**src/rtl/game_logic.sv**
```systemverilog
// game_logic: single local player kitchen game engine.
// A welcome menu edits a three-letter team name. A timed round follows in which
// the player moves, carries, chops onions, plates them and serves orders.
// Every output is a register updated one cycle after the detected edge.
module game_logic #(
    parameter int ROUND_SECONDS  = 120,
    parameter int FRAMES_PER_SEC = 60,
    parameter int CHOPS_NEEDED   = 4,
    parameter int ORDER_PERIOD   = 10,
    parameter int ORDER_LIFETIME = 20,
    parameter int MOVE_STEP      = 2
) (
    input  logic                  clock,
    input  logic                  reset,
    input  logic                  vsync,
    input  logic [1:0]            local_player_ID,
    input  logic [1:0]            num_players,
    input  logic                  left,
    input  logic                  right,
    input  logic                  up,
    input  logic                  down,
    input  logic                  chop,
    input  logic                  carry,
    output logic [2:0]            game_state,
    output logic [7:0][12:0][3:0] object_grid,
    output logic [7:0][12:0][3:0] time_grid,
    output logic [7:0]            time_left,
    output logic [9:0]            point_total,
    output logic [3:0]            orders,
    output logic [3:0][4:0]       order_times,
    output logic [2:0][7:0]       team_name,
    output logic [1:0]            player_direction,
    output logic [8:0]            player_loc_x,
    output logic [8:0]            player_loc_y,
    output logic [3:0]            player_state
);

    localparam logic [3:0] OBJ_EMPTY   = 4'd0;
    localparam logic [3:0] OBJ_ONION   = 4'd1;
    localparam logic [3:0] OBJ_CHOPPED = 4'd2;
    localparam logic [3:0] OBJ_PLATE   = 4'd3;
    localparam logic [3:0] OBJ_PLATED  = 4'd4;
    localparam logic [8:0] X_MIN   = 9'd32;
    localparam logic [8:0] X_MAX   = 9'd352;
    localparam logic [8:0] Y_MIN   = 9'd32;
    localparam logic [8:0] Y_MAX   = 9'd192;
    localparam logic [8:0] X_START = 9'd192;
    localparam logic [8:0] Y_START = 9'd128;
    localparam logic [8:0] STEP    = 9'(MOVE_STEP);
    localparam logic [7:0] CHAR_A  = 8'h41;
    localparam logic [7:0] CHAR_Z  = 8'h5A;

    typedef enum logic [2:0] {WELCOME = 3'd0, PLAY = 3'd1, GAME_OVER = 3'd2} state_t;

    state_t     state;
    logic [1:0] cursor;
    logic [7:0] frame_cnt, sec_cnt;
    logic [1:0] players_q, player_id_q;
    logic       vsync_q, left_q, right_q, up_q, down_q, chop_q, carry_q;
    logic       frame_e, left_e, right_e, up_e, down_e, chop_e, carry_e;
    logic [8:0] nx, ny;
    logic [1:0] ndir;
    logic [9:0] cx, cy, fx, fy;
    logic [2:0] f_row;
    logic [3:0] f_col, tile_obj, tile_tg;
    logic       at_crate, at_board, at_plates, at_window, at_counter;
    logic       frame_wrap, sec_tick, spawn_due, slot_taken;
    logic [3:0] ord_t;
    logic [3:0][4:0] ot_t;
    logic [9:0] pts_t;
    logic [1:0] serve_slot;
    logic       unused_info;

    assign game_state = state;
    assign frame_e = vsync & ~vsync_q;
    assign left_e  = left  & ~left_q;
    assign right_e = right & ~right_q;
    assign up_e    = up    & ~up_q;
    assign down_e  = down  & ~down_q;
    assign chop_e  = chop  & ~chop_q;
    assign carry_e = carry & ~carry_q;

    assign frame_wrap = (frame_cnt == 8'(FRAMES_PER_SEC - 1));
    assign sec_tick   = (state == PLAY) & frame_e & frame_wrap;
    assign spawn_due  = (sec_cnt == 8'(ORDER_PERIOD - 1));

    // Player id and count are kept for other layers but drive no game logic.
    assign unused_info = ^{players_q, player_id_q, fx[9], fx[4:0], fy[9:8], fy[4:0]};

    // Next position/direction for a frame tick: up > down > left > right, clamped to the interior.
    always_comb begin
        nx   = player_loc_x;
        ny   = player_loc_y;
        ndir = player_direction;
        if (up) begin
            ndir = 2'd0;
            ny   = (player_loc_y < Y_MIN + STEP) ? Y_MIN : player_loc_y - STEP;
        end else if (down) begin
            ndir = 2'd2;
            ny   = (player_loc_y + STEP > Y_MAX) ? Y_MAX : player_loc_y + STEP;
        end else if (left) begin
            ndir = 2'd3;
            nx   = (player_loc_x < X_MIN + STEP) ? X_MIN : player_loc_x - STEP;
        end else if (right) begin
            ndir = 2'd1;
            nx   = (player_loc_x + STEP > X_MAX) ? X_MAX : player_loc_x + STEP;
        end
    end

    // Faced tile: sprite centre pushed one tile in the facing direction, then classified.
    always_comb begin
        cx = {1'b0, player_loc_x} + 10'd16;
        cy = {1'b0, player_loc_y} + 10'd16;
        fx = cx;
        fy = cy;
        case (player_direction)
            2'd0:    fy = cy - 10'd32;
            2'd1:    fx = cx + 10'd32;
            2'd2:    fy = cy + 10'd32;
            default: fx = cx - 10'd32;
        endcase
        f_col      = fx[8:5];
        f_row      = fy[7:5];
        tile_obj   = object_grid[f_row][f_col];
        tile_tg    = time_grid[f_row][f_col];
        at_crate   = (f_row == 3'd3) && (f_col == 4'd0);
        at_board   = (f_row == 3'd0) && (f_col == 4'd6);
        at_plates  = (f_row == 3'd7) && (f_col == 4'd6);
        at_window  = (f_row == 3'd3) && (f_col == 4'd12);
        at_counter = ((f_row == 3'd0) || (f_row == 3'd7) || (f_col == 4'd0) || (f_col == 4'd12))
                     && !at_crate && !at_board && !at_plates && !at_window;
    end

    // Once-per-second order bookkeeping: age orders, charge expiries, then spawn into the lowest free slot.
    always_comb begin
        ord_t      = orders;
        ot_t       = order_times;
        pts_t      = point_total;
        slot_taken = 1'b0;
        if (sec_tick) begin
            for (int i = 0; i < 4; i++) begin
                if (orders[i]) begin
                    if (order_times[i] <= 5'd1) begin
                        ord_t[i] = 1'b0;
                        ot_t[i]  = 5'd0;
                        pts_t    = (pts_t >= 10'd10) ? pts_t - 10'd10 : 10'd0;
                    end else begin
                        ot_t[i] = order_times[i] - 5'd1;
                    end
                end
            end
            if (spawn_due) begin
                for (int i = 0; i < 4; i++) begin
                    if (!slot_taken && !ord_t[i]) begin
                        ord_t[i]   = 1'b1;
                        ot_t[i]    = 5'(ORDER_LIFETIME);
                        slot_taken = 1'b1;
                    end
                end
            end
        end
    end

    // Lowest active order slot, the one a served dish satisfies.
    always_comb begin
        serve_slot = 2'd0;
        for (int i = 3; i >= 0; i--) begin
            if (ord_t[i]) serve_slot = 2'(i);
        end
    end

    // Game state machine: edge history, menu editing, round play and the frozen end screen.
    always_ff @(posedge clock) begin
        vsync_q <= vsync;
        left_q  <= left;
        right_q <= right;
        up_q    <= up;
        down_q  <= down;
        chop_q  <= chop;
        carry_q <= carry;
        if (reset || (state == GAME_OVER && chop_e)) begin
            state            <= WELCOME;
            cursor           <= 2'd0;
            object_grid      <= '0;
            time_grid        <= '0;
            time_left        <= 8'(ROUND_SECONDS);
            point_total      <= '0;
            orders           <= '0;
            order_times      <= '0;
            player_loc_x     <= X_START;
            player_loc_y     <= Y_START;
            player_direction <= 2'd2;
            player_state     <= OBJ_EMPTY;
            frame_cnt        <= '0;
            sec_cnt          <= '0;
            if (reset) begin
                team_name   <= {CHAR_A, CHAR_A, CHAR_A};
                players_q   <= '0;
                player_id_q <= '0;
            end
        end else begin
            case (state)
                WELCOME: begin
                    if (up_e)
                        team_name[cursor] <= (team_name[cursor] == CHAR_Z) ? CHAR_A : team_name[cursor] + 8'd1;
                    else if (down_e)
                        team_name[cursor] <= (team_name[cursor] == CHAR_A) ? CHAR_Z : team_name[cursor] - 8'd1;
                    if (right_e && cursor != 2'd2)
                        cursor <= cursor + 2'd1;
                    else if (left_e && cursor != 2'd0)
                        cursor <= cursor - 2'd1;
                    if (chop_e) begin
                        players_q   <= num_players;
                        player_id_q <= local_player_ID;
                        state       <= PLAY;
                    end
                end
                PLAY: begin
                    if (frame_e) begin
                        player_loc_x     <= nx;
                        player_loc_y     <= ny;
                        player_direction <= ndir;
                        frame_cnt        <= frame_wrap ? 8'd0 : frame_cnt + 8'd1;
                        if (frame_wrap) begin
                            time_left <= time_left - 8'd1;
                            sec_cnt   <= spawn_due ? 8'd0 : sec_cnt + 8'd1;
                            if (time_left == 8'd1) state <= GAME_OVER;
                        end
                    end
                    orders      <= ord_t;
                    order_times <= ot_t;
                    point_total <= pts_t;
                    if (carry_e) begin
                        if (player_state == OBJ_EMPTY) begin
                            if (at_crate)
                                player_state <= OBJ_ONION;
                            else if (at_plates)
                                player_state <= OBJ_PLATE;
                            else if ((at_counter || at_board) && tile_obj != OBJ_EMPTY) begin
                                player_state               <= tile_obj;
                                object_grid[f_row][f_col] <= OBJ_EMPTY;
                                time_grid[f_row][f_col]   <= 4'd0;
                            end
                        end else if (player_state == OBJ_PLATE && at_board && tile_obj == OBJ_CHOPPED) begin
                            player_state               <= OBJ_PLATED;
                            object_grid[f_row][f_col] <= OBJ_EMPTY;
                        end else if (player_state == OBJ_PLATED && at_window) begin
                            if (|ord_t) begin
                                orders[serve_slot]      <= 1'b0;
                                order_times[serve_slot] <= 5'd0;
                                point_total  <= (pts_t > 10'd1003) ? 10'd1023 : pts_t + 10'd20;
                                player_state <= OBJ_EMPTY;
                            end
                        end else if ((at_counter || at_board) && tile_obj == OBJ_EMPTY) begin
                            object_grid[f_row][f_col] <= player_state;
                            player_state               <= OBJ_EMPTY;
                        end
                    end else if (chop_e && at_board && tile_obj == OBJ_ONION) begin
                        if (tile_tg + 4'd1 == 4'(CHOPS_NEEDED)) begin
                            object_grid[f_row][f_col] <= OBJ_CHOPPED;
                            time_grid[f_row][f_col]   <= 4'd0;
                        end else begin
                            time_grid[f_row][f_col] <= tile_tg + 4'd1;
                        end
                    end
                end
                default: ;
            endcase
        end
    end

endmodule

```
**config.mk**
```make
export PLATFORM = sky130hd
export DESIGN_NAME = game_logic
export DESIGN_NICKNAME = d
export VERILOG_FILES = /design/src/rtl/game_logic.sv
export SDC_FILE = /design/constraint.sdc
export NUM_CORES = 2
export LEC_CHECK = 0
export ABC_AREA = 0
export CAP_MARGIN = 10
export CELL_PAD_IN_SITES_DETAIL_PLACEMENT = 1
export CELL_PAD_IN_SITES_GLOBAL_PLACEMENT = 2
export CORE_ASPECT_RATIO = 0.9
export CORE_MARGIN = 8
export CORE_UTILIZATION = 32
export CTS_CLUSTER_DIAMETER = 40
export DETAILED_ROUTE_END_ITERATION = 7
export PLACE_DENSITY_LB_ADDON = 0.1
export SYNTH_ARGS = -nofsm -noshare
export SYNTH_HDL_FRONTEND = slang
export SYNTH_SLANG_ARGS = --single-unit
```
**constraint.sdc**
```tcl
create_clock -name clock -period 13 [get_ports clock]
set_clock_uncertainty 0.1 [all_clocks]
set_input_delay 2.6 -clock clock [delete_from_list [all_inputs] [get_ports clock]]
set_output_delay 2.6 -clock clock [all_outputs]
set_load 0.01 [all_outputs]
```
# After elaboration in Yosys (flattened, before gate mapping)
# Index checks and enable logic that the tools add are counted.
[totals]
ff_bits = 950
output_inout_bits = 925
[op_classes]
add_sub_neg = 27
order_cmp = 21
n_eq_ne = 35
mux = 155
bitwise = 28
reduce_logical = 71
[ops]
columns = ["cell", "n"]
rows = [
  ["416-bit two-way mux", 17],
  ["416-bit bitwise AND", 2],
  ["416-bit bitwise mux", 2],
  ["416-bit inverter", 1],
  ["312-bit bitwise AND", 1],
  ["52-bit binary-select mux with 3-bit select", 2],
  ["312-bit inverter", 1],
  ["10-bit two-way mux", 22],
  ["52-bit demux with 3-bit select", 1],
  ["52-bit two-way mux", 3],
  ["20-bit two-way mux", 7],
  ["24-bit two-way mux", 5],
  ["104-bit OR", 1],
  ["4-bit two-way mux", 18],
  ["9-bit two-way mux", 8],
  ["5-bit two-way mux", 13],
  ["24-bit bitwise mux", 2],
  ["8-bit two-way mux", 6],
  ["10-bit by 4-bit greater-or-equal comparator with 1-bit output, second input constant", 4],
  ["10-bit by 4-bit subtractor with 10-bit output, second input constant", 4],
  ["4-bit binary-select mux with 4-bit select", 2],
  ["1-bit logical AND", 25],
  ["1-bit two-way mux", 25],
  ["8-bit by 1-bit adder with 8-bit output, second input constant", 3],
  ["other kinds (76)", 162],
]

# Depth between registers and ports, before layout
[depth]
word_depth = 38
mapped_depth = 30
mapped_depth_nobuf = 29

# Least setup slack after synthesis
# No wires, ideal clock.
[synth_path]
kind = "register to register"
start = "reg player_direction[0]"
end = "reg object_grid[313] (netlist bit)"
setup_time_ps = 86
arrival_time_ps = 6271
required_ps = 12814
slack_ps = 6543
path_stages_with_launch = 26
n_path_buf = 8
synth_period_minus_slack_ps = 6457
cell_sequence = "dfxtp_1 > clkbuf_1 > clkbuf_1 > clkbuf_1 > nor2_1 > fa_1 > xnor2_1 > nor2_1 > xnor2_1 > clkbuf_1 > buf_2 > buf_1 > buf_1 > nand2_1 > and3_1 > o41ai_1 > a41oi_1 > a2111oi_0 > ha_1 > nand2_1 > o21ai_0 > o211ai_1 > clkbuf_1 > nor3_1 > nor2_1 > a211oi_1"
[synth_between]
elab_chain_cells = 16
word_cells_on_any_way = 81
cone_classes = "add/sub (1); order compare (4); eq/ne (14); mux (25); bitwise (3); reduce/logical (34)"
[synth_lines]
columns = ["item", "line_no", "text"]
rows = [
  ["from (decl)", "32", "output logic [1:0] player_direction,"],
  ["from (signal assigned)", "222", "player_direction <= ndir;"],
  ["2-bit equality test / 2-bit logical NOT (equally long branches)", "116", "case (player_direction)"],
  ["2-bit OR reduction (no source line)", "n/a", ""],
  ["9-bit one-hot mux with 2 select lines", "116", ""],
  ["4-bit by 5-bit < comparator with 1-bit output (implied by the code) / 4-bit by 1-bit greater-or-equal comparator with 1-bit output (equally long branches)", "n/a", ""],
  ["1-bit logical AND (implied by the code)", "n/a", ""],
  ["4-bit two-way mux (implied by the code)", "n/a", ""],
  ["4-bit demux with 4-bit select", "n/a", ""],
  ["52-bit two-way mux (implied by the code)", "n/a", ""],
  ["52-bit demux with 3-bit select", "n/a", ""],
  ["416-bit inverter (no source line)", "n/a", ""],
  ["416-bit bitwise AND (no source line)", "n/a", ""],
  ["416-bit two-way mux", "239", "else if ((at_counter || at_board) && tile_obj != OBJ_EMPTY) begin"],
  ["416-bit two-way mux", "237", "else if (at_plates)"],
  ["416-bit two-way mux", "235", "if (at_crate)"],
  ["416-bit two-way mux", "234", "if (player_state == OBJ_EMPTY) begin"],
  ["416-bit two-way mux", "233", "if (carry_e) begin"],
  ["to (signal, indexed assignment)", "255", "object_grid[f_row][f_col] <= player_state;"],
  ["to (decl)", "25", "output logic [7:0][12:0][3:0] object_grid,"],
]
# Parallel ways exist; a longest one is shown, timed or not. The select of a mux whose other input is x is not followed.
# A chain may end at the register's enable or synchronous reset.

# Worst setup path in the final report
[layout_path]
start = "reg player_loc_y[5]"
end = "reg object_grid[45] (netlist bit)"
[layout_between]
elab_chain_cells = 15
word_cells_on_any_way = 71
cone_classes = "add/sub (4); order compare (2); eq/ne (10); mux (22); bitwise (3); reduce/logical (30)"
[layout_lines]
columns = ["item", "line_no", "text"]
rows = [
  ["from (decl)", "34", "output logic [8:0] player_loc_y,"],
  ["from (signal assigned)", "221", "player_loc_y <= ny;"],
  ["8-bit by 5-bit adder with 8-bit output (*)", "113", "cy = {1'b0, player_loc_y} + 10'd16;"],
  ["8-bit by 6-bit adder with 8-bit output / 8-bit by 6-bit subtractor with 8-bit output (equally long branches)", "119, 117", ""],
  ["8-bit one-hot mux with 2 select lines (*)", "116", ""],
  ["branches (longest 12 deep; another with 4-bit by 1-bit adder with 4-bit output)", "n/a", ""],
]
# Every way passes the cells marked *. The select of a mux whose other input is x is not followed.

==> run_results.csv <==
group,metric,value,unit
cells_and_area,drive_above_1_share,0.0816,
worst_setup_path,path_cells,"ha_1 > xor2_1 > inv_1 > fa_1 > xnor2_1 > nor2_1 > xor2_4 > buf_12 > nor2_4 > buf_4 > a22o_1 > a221oi_1 > a31oi_1 > o21ai_0 > nand4_1 > o21ai_0 > o211ai_1 > buf_4 > nor2_1 > nor2_1 > nor4_1",
route,initialDrtViolationCount,2547,
timing,report.final.slew_viol_count,18,
clock_network,post_cts_buffers,0,
synth,syn_inst,4410,
worst_setup_path,crit_path_frequent_cell,"nor2_1",
worst_setup_path,r2r-end,"object_grid[45]$_SDFFE_PP0P_",
synth,synth-seq-cells,947,
clock_network,clock_sinks,947,
clock_network,clkSlewWorstSetupHoldPaths,0.06,ns
grt,grt_max_degree,229,
pwr,seq_power_share,0.378,
timing,finalSetupTns,0,ns
timing,fmax,0.109,GHz
route,antenna_left,0,
cells_and_area,layout_common_cells,"clkdlybuf4s50_1 (930), dfxtp_1 (922), and2_1 (678), nand2_1 (317), nor2_1 (260)",
route,dr.pass1.iters,6,
clock_network,htreeDepth,4,
min_path,hold_path_end,"time_grid[313]$_SDFFE_PP0P_",
clock_network,clk_latency,0.79,ns
worst_setup_path,critPathArrivalTime,9.69,ns
pwr,swShare,0.254,
floorplanning,start_util,0.323,
timing,timing.final.crit_share,0.703,
worst_setup_path,cpPeakStageDelay,0.77,ns
worst_setup_path,start_kind,"flip-flop",
place,hpwl,157000,um
worst_setup_path,critPathTopFamily,"compound AO/OA/AOI/OAI gates",
timing,relSlewSlack,-0.00218,
floorplanning,row_count,122,
worst_setup_path,cp_num_buf_inv,4,
grt,grt_remaining_overflow,0,
synth,ys.warnings.count,0,
place,io_buffers,930,
cells_and_area,area_growth,41.3,%
pwr,vdd_ir_drop_max,0.000107,V
clock_network,cts_buffer_depth,3,
min_path,hp-class,"flip-flop to flip-flop",
clock_network,cts_buffers,156,
grt,grt_pass1_vias,38800,
cells_and_area,fin_nets,5291,
synth,yosysSeqAreaShare,0.483,
route,wirelength,219000,um
floorplanning,die_width,387,um
timing,hold_violations,0,
clock_network,cts_hold_buf,0,
route,drc,0,
grt,track_usage,0.306,
pwr,power_frac_clock,0.560,
worst_setup_path,critPathCaptureType,"flip-flop",
worst_setup_path,r2r_start,"player_loc_y[5]$_SDFFE_PP0P_",
synth,synth_edf_count,24,
clock_network,root_buffer,"clkbuf_16",
pwr,p_switching,1980,uW
place,place_ws,4.05,ns
worst_setup_path,crit_required,13.56,ns
synth,syn_avg_cell_area,9.01,sq um
run_status,violations,"max-slew violations",
grt,antenna_found_initial,11,
floorplanning,die_h,350,um
worst_setup_path,critPathKind,"flip-flop to flip-flop",
pwr,power.density,139,mW/mm^2
floorplanning,fp.coreArea,0.123,sq mm
place,gp_congestion,0.857,
cells_and_area,mostFrequentLayoutCell,"clkdlybuf4s50_1",
synth,synth.distinct_cells,103,
grt,grt_pass1_wl,305000,um
timing,tightest_slew,1.50,ns
min_path,hold_depth,2,
flow_run,drv_cap,0,
cells_and_area,finish.utilization,0.456,
worst_setup_path,crit_path_max_fanout,93,
synth,syn_area,0.0397,sq mm
pwr,internal_power,5830,uW
timing,finalSetupViolCount,0,
synth,async_reset_ff_frac,0,
timing,rsz0062_at_grt,"no",
worst_setup_path,cpMaxStageDelayCell,"nor2_1",
pwr,leakage,0.0201,uW
clock_network,cts_tree,"done",
timing,setup_slack,3.87,ns
pwr,power,7810,uW
min_path,min_from,"time_grid[313]$_SDFFE_PP0P_",
route,num_vias,39100,
synth,synth_ff_type,"dfxtp_1",
clock_network,cts_resized,0,
route,routed_via_density,5.60,
pwr,comb_power_share,0.062,
run_status,status,"finished with violations",
route,wl_per_cell,31.3,um
worst_setup_path,rr_worst_depth,21,
floorplanning,ios,938,
timing,period_minus_slack,9.13,ns
floorplanning,die_area,0.136,sq mm
worst_setup_path,r2r_slack,3.87,ns
[how the worst max path moves through the flow]
stage,start,to,slack [ns],cells past startpoint
2_1_floorplan,player_direction[0]$_SDFFE_PP0P_,object_grid[313]$_SDFFE_PP0P_,6.54,25
3_3_place_gp,player_loc_y[5]$_SDFFE_PP0P_,object_grid[45]$_SDFFE_PP0P_,4.15,21
3_5_place_dp,player_loc_y[5]$_SDFFE_PP0P_,object_grid[45]$_SDFFE_PP0P_,4.05,22
4_1_cts,player_loc_y[5]$_SDFFE_PP0P_,object_grid[25]$_SDFFE_PP0P_,4.01,21
5_1_grt,player_loc_y[5]$_SDFFE_PP0P_,object_grid[25]$_SDFFE_PP0P_,3.21,21
6_report,player_loc_y[5]$_SDFFE_PP0P_,object_grid[45]$_SDFFE_PP0P_,3.87,21
[flip-flops by register name, summed over array words and instances (netlist names), 2 cells and up]
register and count:
player_loc_y 8, player_state 4, frame_cnt 8, sec_cnt 8
player_direction 2, player_loc_x 8, time_left 8, object_grid 416
game_state 2, team_name 24, cursor 2, orders 4
point_total 10, order_times 20, time_grid 416
[logic make-up after synthesis]
kind of cell    count (synthesis)  synth area share
compound gates               1135             0.197
xor+xnor                       52            0.0116
fa+ha+maj                      38            0.0123
buf+inv                       401            0.0392
flops                         947             0.483
mux                            94            0.0242
other cells                     1         0.0000943
simple gates                 1742             0.233
[synth_stat cells (10+ instances only)]
library cell  count  area share
or4_1            13      0.0025
inv_1            74      0.0070
nand3_1         169       0.021
xnor2_1          30      0.0066
a21oi_1         168       0.021
a221oi_1         20      0.0044
buf_2            10      0.0013
edfxtp_1         24       0.018
ha_1             36       0.011
o31ai_1          25      0.0047
xor2_1           21      0.0046
nand2b_1         19      0.0030
mux2_2           16      0.0045
o32ai_1          24      0.0053
nor4_1           33      0.0052
and3_1           45      0.0071
o221ai_1         15      0.0033
a21o_1           13      0.0025
a32oi_1          10      0.0022
or3_1            20      0.0031
o41ai_1          10      0.0022
o21ai_0         155       0.020
buf_1            34      0.0032
o22ai_1         158       0.025
o211ai_1         21      0.0040
a41oi_1          16      0.0035
clkbuf_1        275       0.026
dfxtp_1         923        0.46
a22oi_1         228       0.043
a222oi_1         17      0.0043
mux2i_1          78       0.020
nor2b_1          20      0.0031
o21a_1           37      0.0070
nand4_1          19      0.0030
nor2_1          271       0.026
nor3_1           91       0.011
a31oi_1          68       0.011
o22a_1           13      0.0029
a211oi_1         34      0.0064
and2_1          678        0.11
nand2_1         317       0.030
[layout make-up]
| type | count | area [sq um] |
|---|---|---|
| fill | 13900 | 66900 |
| multi-input combinational | 3064 | 19300 |
| sequential | 947 | 19200 |
| timing repair buffer | 997 | 9890 |
| clock buffer | 197 | 4340 |
| tap | 1612 | 2020 |
| clock inverter | 89 | 1150 |
| inverter | 74 | 278 |
| antenna | 3 | 7.51 |
[per-stage QoR]
| stage | cell area, sq um | cells | hold slack [ns] |
|---|---|---|---|
| floorplan | 39800 | 4412 | 0.362 |
| global placement | 50700 | 6694 | 0.333 |
| detailed placement | 50700 | 6694 | 0.339 |
| CTS | 56200 | 6980 | 0.347 |
| global route | 56200 | 6980 | 0.374 |
| finish | 56200 | 6983 | 0.346 |
[worst reg2reg max path, delay by kind of cell (launching register included)]
| kind | cells | cell delay (ns) |
|---|---|---|
| buf+inv | 4 | 1.59 |
| flops | 1 | 0.57 |
| compound gates | 6 | 2.46 |
| simple gates | 6 | 2.66 |
| fa+ha+maj | 2 | 0.80 |
| xor+xnor | 3 | 0.87 |
[power by group through the flow]
stage               Sequential (uW)  Combinational, uW  Clock, uW
floorplan                      3010                272          0
global placement               3010                483          0
detailed placement             3010                486          0
CTS                            2950                489       4430
global route                   2950                518       4570
finish                         2950                488       4370
[layer usage]
layer / vias up / track usage / routed length (um)
li1: 17500 / - / -
met1: 20000 / 0.366 / 88800
met2: 1232 / 0.522 / 106000
met3: 356 / 0.0864 / 15700
met4: 0 / 0.115 / 8870
met5: - / 0 / 0
Note: power is estimated with default switching activity, not from simulation.
